File: src/rtl/trig_pkg.sv
// Shared types and constants for the trigger/capture sequencer.
//   state_e        : sequencer states, also exported on state_o for debug
//   Mode*          : capture mode encodings (3 behaves as normal)
//   Src* / Slope*  : trigger source channel and edge polarity encodings
package trig_pkg;

   typedef enum logic [2:0] {
      StIdle    = 3'd0,
      StPreFill = 3'd1,
      StArmed   = 3'd2,
      StPost    = 3'd3,
      StDone    = 3'd4
   } state_e;

   localparam logic [1:0] ModeAuto   = 2'd0;
   localparam logic [1:0] ModeNormal = 2'd1;
   localparam logic [1:0] ModeSingle = 2'd2;

   localparam logic SrcA         = 1'b0;
   localparam logic SrcB         = 1'b1;
   localparam logic SlopeRising  = 1'b0;
   localparam logic SlopeFalling = 1'b1;

   // States in which valid samples are written to the BRAM half.
   function automatic logic is_write_state(input state_e st);
      return (st == StPreFill) || (st == StArmed) || (st == StPost);
   endfunction

endpackage

File: src/rtl/trig_capture_ctrl_detect.sv
// Edge trigger comparator with hysteresis.
//   clk, rst_n : clock, async active-low reset
//   clear      : hold the below/above flags cleared (sequencer not armed)
//   eval       : a valid sample is being evaluated this cycle
//   slope      : 0 rising, 1 falling
//   sample     : signed sample of the selected channel
//   level      : signed threshold
//   hyst       : unsigned hysteresis
//   fire       : combinational pulse, aligned with the sample that fired
module trig_detect
   import trig_pkg::*;
#(
   parameter int unsigned W = 14
) (
   input  logic         clk,
   input  logic         rst_n,
   input  logic         clear,
   input  logic         eval,
   input  logic         slope,
   input  logic [W-1:0] sample,
   input  logic [W-1:0] level,
   input  logic [W-1:0] hyst,
   output logic         fire
);

   logic below_q, below_d;
   logic above_q, above_d;

   logic signed [W:0] s_x, lvl_x, lo_x, hi_x;

   assign s_x   = {sample[W-1], sample};
   assign lvl_x = {level[W-1], level};
   assign lo_x  = lvl_x - {1'b0, hyst};
   assign hi_x  = lvl_x + {1'b0, hyst};

   always_comb begin
      fire    = 1'b0;
      below_d = below_q;
      above_d = above_q;
      if (clear) begin
         below_d = 1'b0;
         above_d = 1'b0;
      end else if (eval) begin
         if (slope == SlopeRising) begin
            if (below_q && (s_x >= lvl_x)) begin
               fire    = 1'b1;
               below_d = 1'b0;
            end else if (s_x < lo_x) begin
               below_d = 1'b1;
            end
         end else begin
            if (above_q && (s_x <= lvl_x)) begin
               fire    = 1'b1;
               above_d = 1'b0;
            end else if (s_x > hi_x) begin
               above_d = 1'b1;
            end
         end
      end
   end

   always_ff @(posedge clk or negedge rst_n) begin
      if (!rst_n) begin
         below_q <= 1'b0;
         above_q <= 1'b0;
      end else begin
         below_q <= below_d;
         above_q <= above_d;
      end
   end

endmodule

File: src/rtl/trig_capture_ctrl.sv
// Trigger/acquisition sequencer feeding one ping-pong BRAM write port.
// Captures a pre/post-trigger frame into one half and publishes it to the reader.
//   clk, rst_n        : ADC sample clock, async active-low reset
//   adc_pair          : {A, B} signed samples; sample_valid qualifies them
//   trig_src/slope    : trigger channel (0 A, 1 B) and edge (0 rising, 1 falling)
//   trig_level/hyst   : signed threshold, unsigned hysteresis
//   mode              : 0 auto, 1 normal, 2 single, 3 normal
//   pretrig           : samples kept before the trigger
//   arm               : single-shot arm pulse (honoured in IDLE only)
//   rd_release        : reader done with frame_half
//   wr_en/addr/data   : BRAM port A, one cycle after the sample
//   frame_valid/half  : published frame and the half holding it
//   trig_addr, forced : trigger position in that half, auto-forced flag
//   state_o           : current state
module trig_capture_ctrl
   import trig_pkg::*;
#(
   parameter int unsigned W       = 14,
   parameter int unsigned AW      = 10,
   parameter int unsigned AUTO_TO = 60000
) (
   input  logic            clk,
   input  logic            rst_n,
   input  logic [2*W-1:0]  adc_pair,
   input  logic            sample_valid,
   input  logic            trig_src,
   input  logic            trig_slope,
   input  logic [W-1:0]    trig_level,
   input  logic [W-1:0]    trig_hyst,
   input  logic [1:0]      mode,
   input  logic [AW-1:0]   pretrig,
   input  logic            arm,
   input  logic            rd_release,
   output logic            wr_en,
   output logic [AW:0]     wr_addr,
   output logic [2*W-1:0]  wr_data,
   output logic            frame_valid,
   output logic            frame_half,
   output logic [AW-1:0]   trig_addr,
   output logic            forced,
   output logic [2:0]      state_o
);

   localparam int unsigned ToW = $clog2(AUTO_TO + 1);

   state_e          state_q, state_d;
   logic            half_q, half_d;
   logic [AW-1:0]   ptr_q, ptr_d;
   logic [AW-1:0]   cnt_q, cnt_d;
   logic [ToW-1:0]  to_q, to_d;
   logic [AW-1:0]   trig_int_q, trig_int_d;
   logic            forced_int_q, forced_int_d;

   logic            fv_q, fv_d;
   logic            fhalf_q, fhalf_d;
   logic [AW-1:0]   taddr_q, taddr_d;
   logic            forced_q, forced_d;

   logic            wr_en_q;
   logic [AW:0]     wr_addr_q;
   logic [2*W-1:0]  wr_data_q;

   // Configuration held for the whole frame.
   logic            cfg_src_q, cfg_slope_q;
   logic [W-1:0]    cfg_level_q, cfg_hyst_q;
   logic [1:0]      cfg_mode_q;
   logic [AW-1:0]   cfg_pretrig_q;
   logic            cfg_load;

   logic            adv, start, eval, fire, force_trig;
   logic [W-1:0]    trig_sample;
   logic [AW-1:0]   cnt_inc;

   assign adv         = sample_valid && is_write_state(state_q);
   assign eval        = sample_valid && (state_q == StArmed);
   assign trig_sample = (cfg_src_q == SrcB) ? adc_pair[W-1:0] : adc_pair[2*W-1:W];
   assign cnt_inc     = cnt_q + 1'b1;
   // A genuine edge on the timeout sample wins, so forced stays 0 then.
   assign force_trig  = eval && (cfg_mode_q == ModeAuto) && !fire &&
                        (to_q == ToW'(AUTO_TO - 1));

   trig_detect #(
      .W (W)
   ) u_detect (
      .clk    (clk),
      .rst_n  (rst_n),
      .clear  (state_q != StArmed),
      .eval   (eval),
      .slope  (cfg_slope_q),
      .sample (trig_sample),
      .level  (cfg_level_q),
      .hyst   (cfg_hyst_q),
      .fire   (fire)
   );

   always_comb begin
      state_d      = state_q;
      half_d       = half_q;
      ptr_d        = ptr_q;
      cnt_d        = cnt_q;
      to_d         = '0;
      trig_int_d   = trig_int_q;
      forced_int_d = forced_int_q;
      fv_d         = fv_q;
      fhalf_d      = fhalf_q;
      taddr_d      = taddr_q;
      forced_d     = forced_q;
      start        = 1'b0;
      cfg_load     = 1'b0;

      if (adv) begin
         ptr_d = ptr_q + 1'b1;
      end
      // Release is applied before any publish below, which may re-set it.
      if (rd_release) begin
         fv_d = 1'b0;
      end

      unique case (state_q)
         StIdle: begin
            if (mode != ModeSingle || arm) begin
               start = 1'b1;
            end
         end
         StPreFill: begin
            if (sample_valid) begin
               cnt_d = cnt_inc;
               if (cnt_inc == cfg_pretrig_q) begin
                  state_d = StArmed;
               end
            end
         end
         StArmed: begin
            to_d = to_q;
            if (sample_valid) begin
               if (fire || force_trig) begin
                  trig_int_d   = ptr_q;
                  forced_int_d = force_trig;
                  cnt_d        = ~cfg_pretrig_q;
                  // Full pretrig leaves no post samples: the frame ends here.
                  state_d      = (cfg_pretrig_q == '1) ? StDone : StPost;
               end else if (to_q != ToW'(AUTO_TO - 1)) begin
                  to_d = to_q + 1'b1;
               end
            end
         end
         StPost: begin
            if (sample_valid) begin
               cnt_d = cnt_q - 1'b1;
               if (cnt_q == AW'(1)) begin
                  state_d = StDone;
               end
            end
         end
         StDone: begin
            if (!fv_q || rd_release) begin
               fv_d     = 1'b1;
               fhalf_d  = half_q;
               taddr_d  = trig_int_q;
               forced_d = forced_int_q;
               half_d   = ~half_q;
               if (cfg_mode_q == ModeSingle || mode == ModeSingle) begin
                  state_d = StIdle;
               end else begin
                  start = 1'b1;
               end
            end
         end
         default: state_d = StIdle;
      endcase

      // New capture: latch live configuration, pretrig 0 goes straight to ARMED.
      if (start) begin
         cfg_load = 1'b1;
         cnt_d    = '0;
         state_d  = (pretrig == '0) ? StArmed : StPreFill;
      end
   end

   always_ff @(posedge clk or negedge rst_n) begin
      if (!rst_n) begin
         state_q      <= StIdle;
         half_q       <= 1'b0;
         ptr_q        <= '0;
         cnt_q        <= '0;
         to_q         <= '0;
         trig_int_q   <= '0;
         forced_int_q <= 1'b0;
         fv_q         <= 1'b0;
         fhalf_q      <= 1'b0;
         taddr_q      <= '0;
         forced_q     <= 1'b0;
         wr_en_q      <= 1'b0;
         wr_addr_q    <= '0;
         wr_data_q    <= '0;
      end else begin
         state_q      <= state_d;
         half_q       <= half_d;
         ptr_q        <= ptr_d;
         cnt_q        <= cnt_d;
         to_q         <= to_d;
         trig_int_q   <= trig_int_d;
         forced_int_q <= forced_int_d;
         fv_q         <= fv_d;
         fhalf_q      <= fhalf_d;
         taddr_q      <= taddr_d;
         forced_q     <= forced_d;
         wr_en_q      <= adv;
         wr_addr_q    <= {half_q, ptr_q};
         wr_data_q    <= adc_pair;
      end
   end

   always_ff @(posedge clk or negedge rst_n) begin
      if (!rst_n) begin
         cfg_src_q     <= 1'b0;
         cfg_slope_q   <= 1'b0;
         cfg_level_q   <= '0;
         cfg_hyst_q    <= '0;
         cfg_mode_q    <= '0;
         cfg_pretrig_q <= '0;
      end else if (cfg_load) begin
         cfg_src_q     <= trig_src;
         cfg_slope_q   <= trig_slope;
         cfg_level_q   <= trig_level;
         cfg_hyst_q    <= trig_hyst;
         cfg_mode_q    <= mode;
         cfg_pretrig_q <= pretrig;
      end
   end

   assign wr_en       = wr_en_q;
   assign wr_addr     = wr_addr_q;
   assign wr_data     = wr_data_q;
   assign frame_valid = fv_q;
   assign frame_half  = fhalf_q;
   assign trig_addr   = taddr_q;
   assign forced      = forced_q;
   assign state_o     = state_q;

endmodule

File: config.mk
export PLATFORM = sky130hd
export DESIGN_NAME = trig_capture_ctrl
export DESIGN_NICKNAME = d
export VERILOG_FILES = /design/src/rtl/trig_pkg.sv /design/src/rtl/trig_capture_ctrl_detect.sv /design/src/rtl/trig_capture_ctrl.sv
export SDC_FILE = /design/constraint.sdc
export NUM_CORES = 1
export LEC_CHECK = 0
export CELL_PAD_IN_SITES_DETAIL_PLACEMENT = 0
export CELL_PAD_IN_SITES_GLOBAL_PLACEMENT = 1
export CORE_MARGIN = 8
export CORE_UTILIZATION = 25
export DETAILED_ROUTE_END_ITERATION = 16
export HOLD_SLACK_MARGIN = 0.1
export PLACE_DENSITY = 0.5
export SYNTH_ARGS = -nofsm -noshare
export SYNTH_HDL_FRONTEND = slang
export SYNTH_SLANG_ARGS = --single-unit
export TNS_END_PERCENT = 5
File: constraint.sdc
create_clock -name clk -period 4.7 [get_ports clk]
set_input_delay 0.47 -clock clk [delete_from_list [all_inputs] [get_ports clk]]
set_output_delay 0.47 -clock clk [all_outputs]
set_load 0.01 [all_outputs]
==> results of run 1 <==
-- metrics by stage --
step	util, %	hold WS (ns)	setup slack [ns]
after global placement	30.6	0.409	0.667
final	32.3	0.416	0.612
after floorplan	-	0.174	1.25
after detailed placement	30.6	0.401	0.557
after CTS	32.3	0.417	0.548
after global routing	32.3	0.430	0.277
-- cell families after synthesis --
logic type / count (synthesis)
fa+ha+maj: 79
compound gates: 188
mux: 44
buf+inv: 98
simple gates: 289
flops: 148
xor+xnor: 62
-- how the worst min path moves through the flow --
stage                       from       endpoint  slack, ns
after floorplan            rst_n  cfg_hyst_q[0]       0.17
after global placement    half_q    wr_addr[10]       0.41
after detailed placement  half_q    wr_addr[10]       0.40
after CTS                 half_q    wr_addr[10]       0.42
after global routing      half_q    wr_addr[10]       0.43
final                     half_q    wr_addr[10]       0.42
-- where the power goes --
| part | switching [mW] | leakage (nW) | internal, mW |
|---|---|---|---|
| registers | 0.386 | 1.89 | 1.62 |
| logic | 2.57 | 2.66 | 2.03 |
| clock network | 0.622 | 0.293 | 0.814 |
-- layout make-up --
class | count | area (µm²) | area share, %
Multi-Input combinational cell | 662 | 4690 | 42.0
Sequential cell | 148 | 3700 | 33.1
Timing Repair Buffer | 140 | 1380 | 12.4
Tap cell | 455 | 569 | 5.09
Clock buffer | 18 | 439 | 3.93
Inverter | 61 | 229 | 2.05
Clock inverter | 14 | 164 | 1.47
-- cells in the final DEF (no fill, tap or decap), types with 5 or more instances in the layout --
master,instances
o21bai_1,5
clkdlybuf4s50_1,129
a31oi_1,15
ha_1,76
clkbuf_16,17
a21oi_1,44
o21ai_0,49
o21a_1,11
inv_1,61
xnor2_1,52
nor2b_1,9
nand2b_1,12
nand3_1,23
nand4_1,13
mux2_2,37
a211oi_1,7
inv_6,6
nor2_1,49
nor3_1,33
nor4_1,8
mux2i_1,7
o22ai_1,7
dfrtp_1,148
buf_4,9
a21o_1,8
xor2_1,10
nand2_1,106
-- worst register-to-register path: cells and delay by family (launching register included) --
kind / cells / cell delay (ns)
AND/OR/NAND/NOR: 3 / 0.75
adder cells (fa/ha/maj): 1 / 0.34
AO/OA/AOI/OAI: 2 / 1.19
multiplexers: 2 / 0.80
flip-flops: 1 / 0.65
buffers and inverters: 1 / 0.25
-- routing by layer --
| metal | vias up | routed length (µm) |
|---|---|---|
| li1 | 3450 | - |
| met1 | 3324 | 13000 |
| met5 | - | 0 |
| met2 | 111 | 12400 |
| met4 | 0 | 182 |
| met3 | 9 | 857 |
-- flip-flops by register name, summed over array words and instances, names as in the netlist, 2 cells and up --
register       count
cnt_q             10
cfg_pretrig_q     10
trig_addr         10
cfg_level_q       14
wr_addr           11
ptr_q             10
state_o            3
wr_data           28
trig_int_q        10
to_q              16
cfg_hyst_q        14
cfg_mode_q         2
-- timing repair --
action / CTS / global route
hold buffers: 1 / 0
gates resized for setup: 0 / 0
endpoints found under the setup margin: 0 / 0
buffers inserted: 0 / 0
endpoints found under the hold margin: 69 / 0
==> impl_metrics.py, run 1 <==
metrics = {
    "floorplan": {
        "rows": 68,
        "die_w_um": 203,
        "core_area_mm2": 0.0345,
        "die_area_mm2": 0.0414,
        "io_pins": 131,
        "start_util_pct": 25.4,
        "die_h_um": 203,
    },
    "grt": {
        "use_met2_pct": 21.0,
        "grt.busiest_layer": "met2",
        "grt.met3_usage_pct": 2.79,
        "met1_usage_pct": 17.7,
        "grt_max_degree": 76,
        "grt_overflow": 0,
        "grt_pass1_wl_um": 42100,
        "grt_usage_pct": 13.0,
        "antenna_found_initial": 0,
        "grt_pass1_vias": 7110,
    },
    "logic_synthesis": {
        "synth_compound_area_share_pct": 14.0,
        "syn_area_per_cell_um2": 9.68,
        "synth_fp_nets": 1061,
        "syn_inst": 908,
        "ys_warn_count": 0,
        "synthAdderAreaFrac_pct": 11.4,
        "synthXorXnorAreaFrac_pct": 6.18,
        "ys_top_cells_by_count": "dfrtp_1, nand2_1, ha_1",
        "async_flop_share_pct": 100,
        "yosys.area_share.simple_pct": 16.2,
        "synth.most_common_cell": "dfrtp_1",
        "synthDistinctLibCells": 74,
        "synth_top_area_share_pct": 42.1,
        "synth-edff-count": 0,
        "synth_area_leaders": "dfrtp_1, ha_1, xnor2_1",
        "synth_top_family_by_area": "simple AND/OR/NAND/NOR gates",
        "synth_flop_cell": "dfrtp_1",
        "ys_ff_latch": 148,
        "syn_area_mm2": 0.00879,
        "yosysSeqAreaShare_pct": 42.1,
        "synth_area_leader_cell": "dfrtp_1",
        "synthMuxAreaShare_pct": 5.54,
    },
    "critical_path": {
        "critPathArrivalTime_ns": 4.41,
        "cpMaxStageDelayCell": "o2bb2ai_2",
        "cp-startpoint": "cfg_src_q",
        "cpLargestDelayFamily": "compound AO/OA/AOI/OAI gates",
        "worstSetupStartpointType": "flop",
        "r2r-start": "cfg_src_q",
        "crit_top_cell": "mux2_2",
        "crit_fanout": 16,
        "r2r_slack_ns": 0.61,
        "cp.depth": 9,
        "end_kind": "flop",
        "slowest_delay_ns": 0.68,
        "critical_path_required_ns": 5.02,
        "rr_endpoint": "trig_int_q[4]",
        "worstSetupPathType": "flop to flop",
        "reg2regPathDepth": 9,
        "crit_path_end": "trig_int_q[4]",
        "crit_chain": "buf_4, mux2_2, ha_1, nand4_1, nor4_1, nor3_2, o2bb2ai_2, o21ba_2, mux2_2",
        "cp_num_buf_inv": 1,
    },
    "hold_path": {
        "hold_depth": 0,
        "hp-class": "flop to flop",
    },
    "sta": {
        "tightest_slew_ns": 0.949,
        "period_needed_ns": 4.09,
        "rsz0062_at_grt": "no",
        "fin_tns_setup_ns": 0,
        "min_period_over_period_pct": 87.0,
        "hold_viol": 0,
        "setup_viol": 0,
        "drv_slew": 0,
        "fmax_mhz": 245,
        "clock-skew-final_ns": 0.0100,
        "slew_headroom_pct": 36.6,
    },
    "finish": {
        "area_growth_pct": 27.2,
        "finalNonFillerCells": 1498,
        "layout-drive-gt1-share_pct": 10.3,
        "nFillCells": 3635,
        "diodes": 0,
        "fin_area_mm2": 0.0112,
        "fin_nets": 1183,
    },
    "placed_design": {
        "dp_hpwl_um": 20000,
        "dp.cells": 1465,
        "port_buffers": 130,
        "globalplace.congestion": 0.777,
        "placed_cell_area_mm2": 0.0106,
    },
    "cts": {
        "path_clk_slew_ns": 0.07,
        "clkSinkCount": 148,
        "cts_tree": "done",
        "cts_buffers": 17,
        "cts_buffer_depth": 2,
        "h-tree-depth": 4,
        "root_buffer": "clkbuf_16",
        "clkLatencyLatePin_ns": 0.44,
    },
    "drt": {
        "drt_iter0_markers": 328,
        "finalWirelength_um": 26400,
        "wl_per_cell_um": 17.7,
        "vias": 6894,
        "remaining_drc_errors": 0,
        "antenna_left": 0,
        "vias_per_cell": 4.60,
        "detail_route.first_pass.iterations": 4,
    },
    "job": {
        "maxCapViolCount": 0,
    },
    "run_status": {
        "outcome": "completed",
    },
    "power_and_ir_drop": {
        "power_mw": 8.04,
        "irDropWorstVdd_mv": 0.253,
        "p_per_area_mw_per_mm2": 720,
        "p_leak_nw": 4.84,
    },
}
Note: power is estimated with default switching activity, not from simulation.
==> inputs of run 2 (changes only) <==
--- a/config.mk
+++ b/config.mk
@@ -10,6 +10,7 @@
 export CORE_MARGIN = 8
 export CORE_UTILIZATION = 25
 export DETAILED_ROUTE_END_ITERATION = 16
+export GPL_ROUTABILITY_DRIVEN = 0
 export HOLD_SLACK_MARGIN = 0.1
 export PLACE_DENSITY = 0.5
 export SYNTH_ARGS = -nofsm -noshare
==> results of run 2 <==
Same layout as run 1: the final DEF is identical, and so are final timing and power.
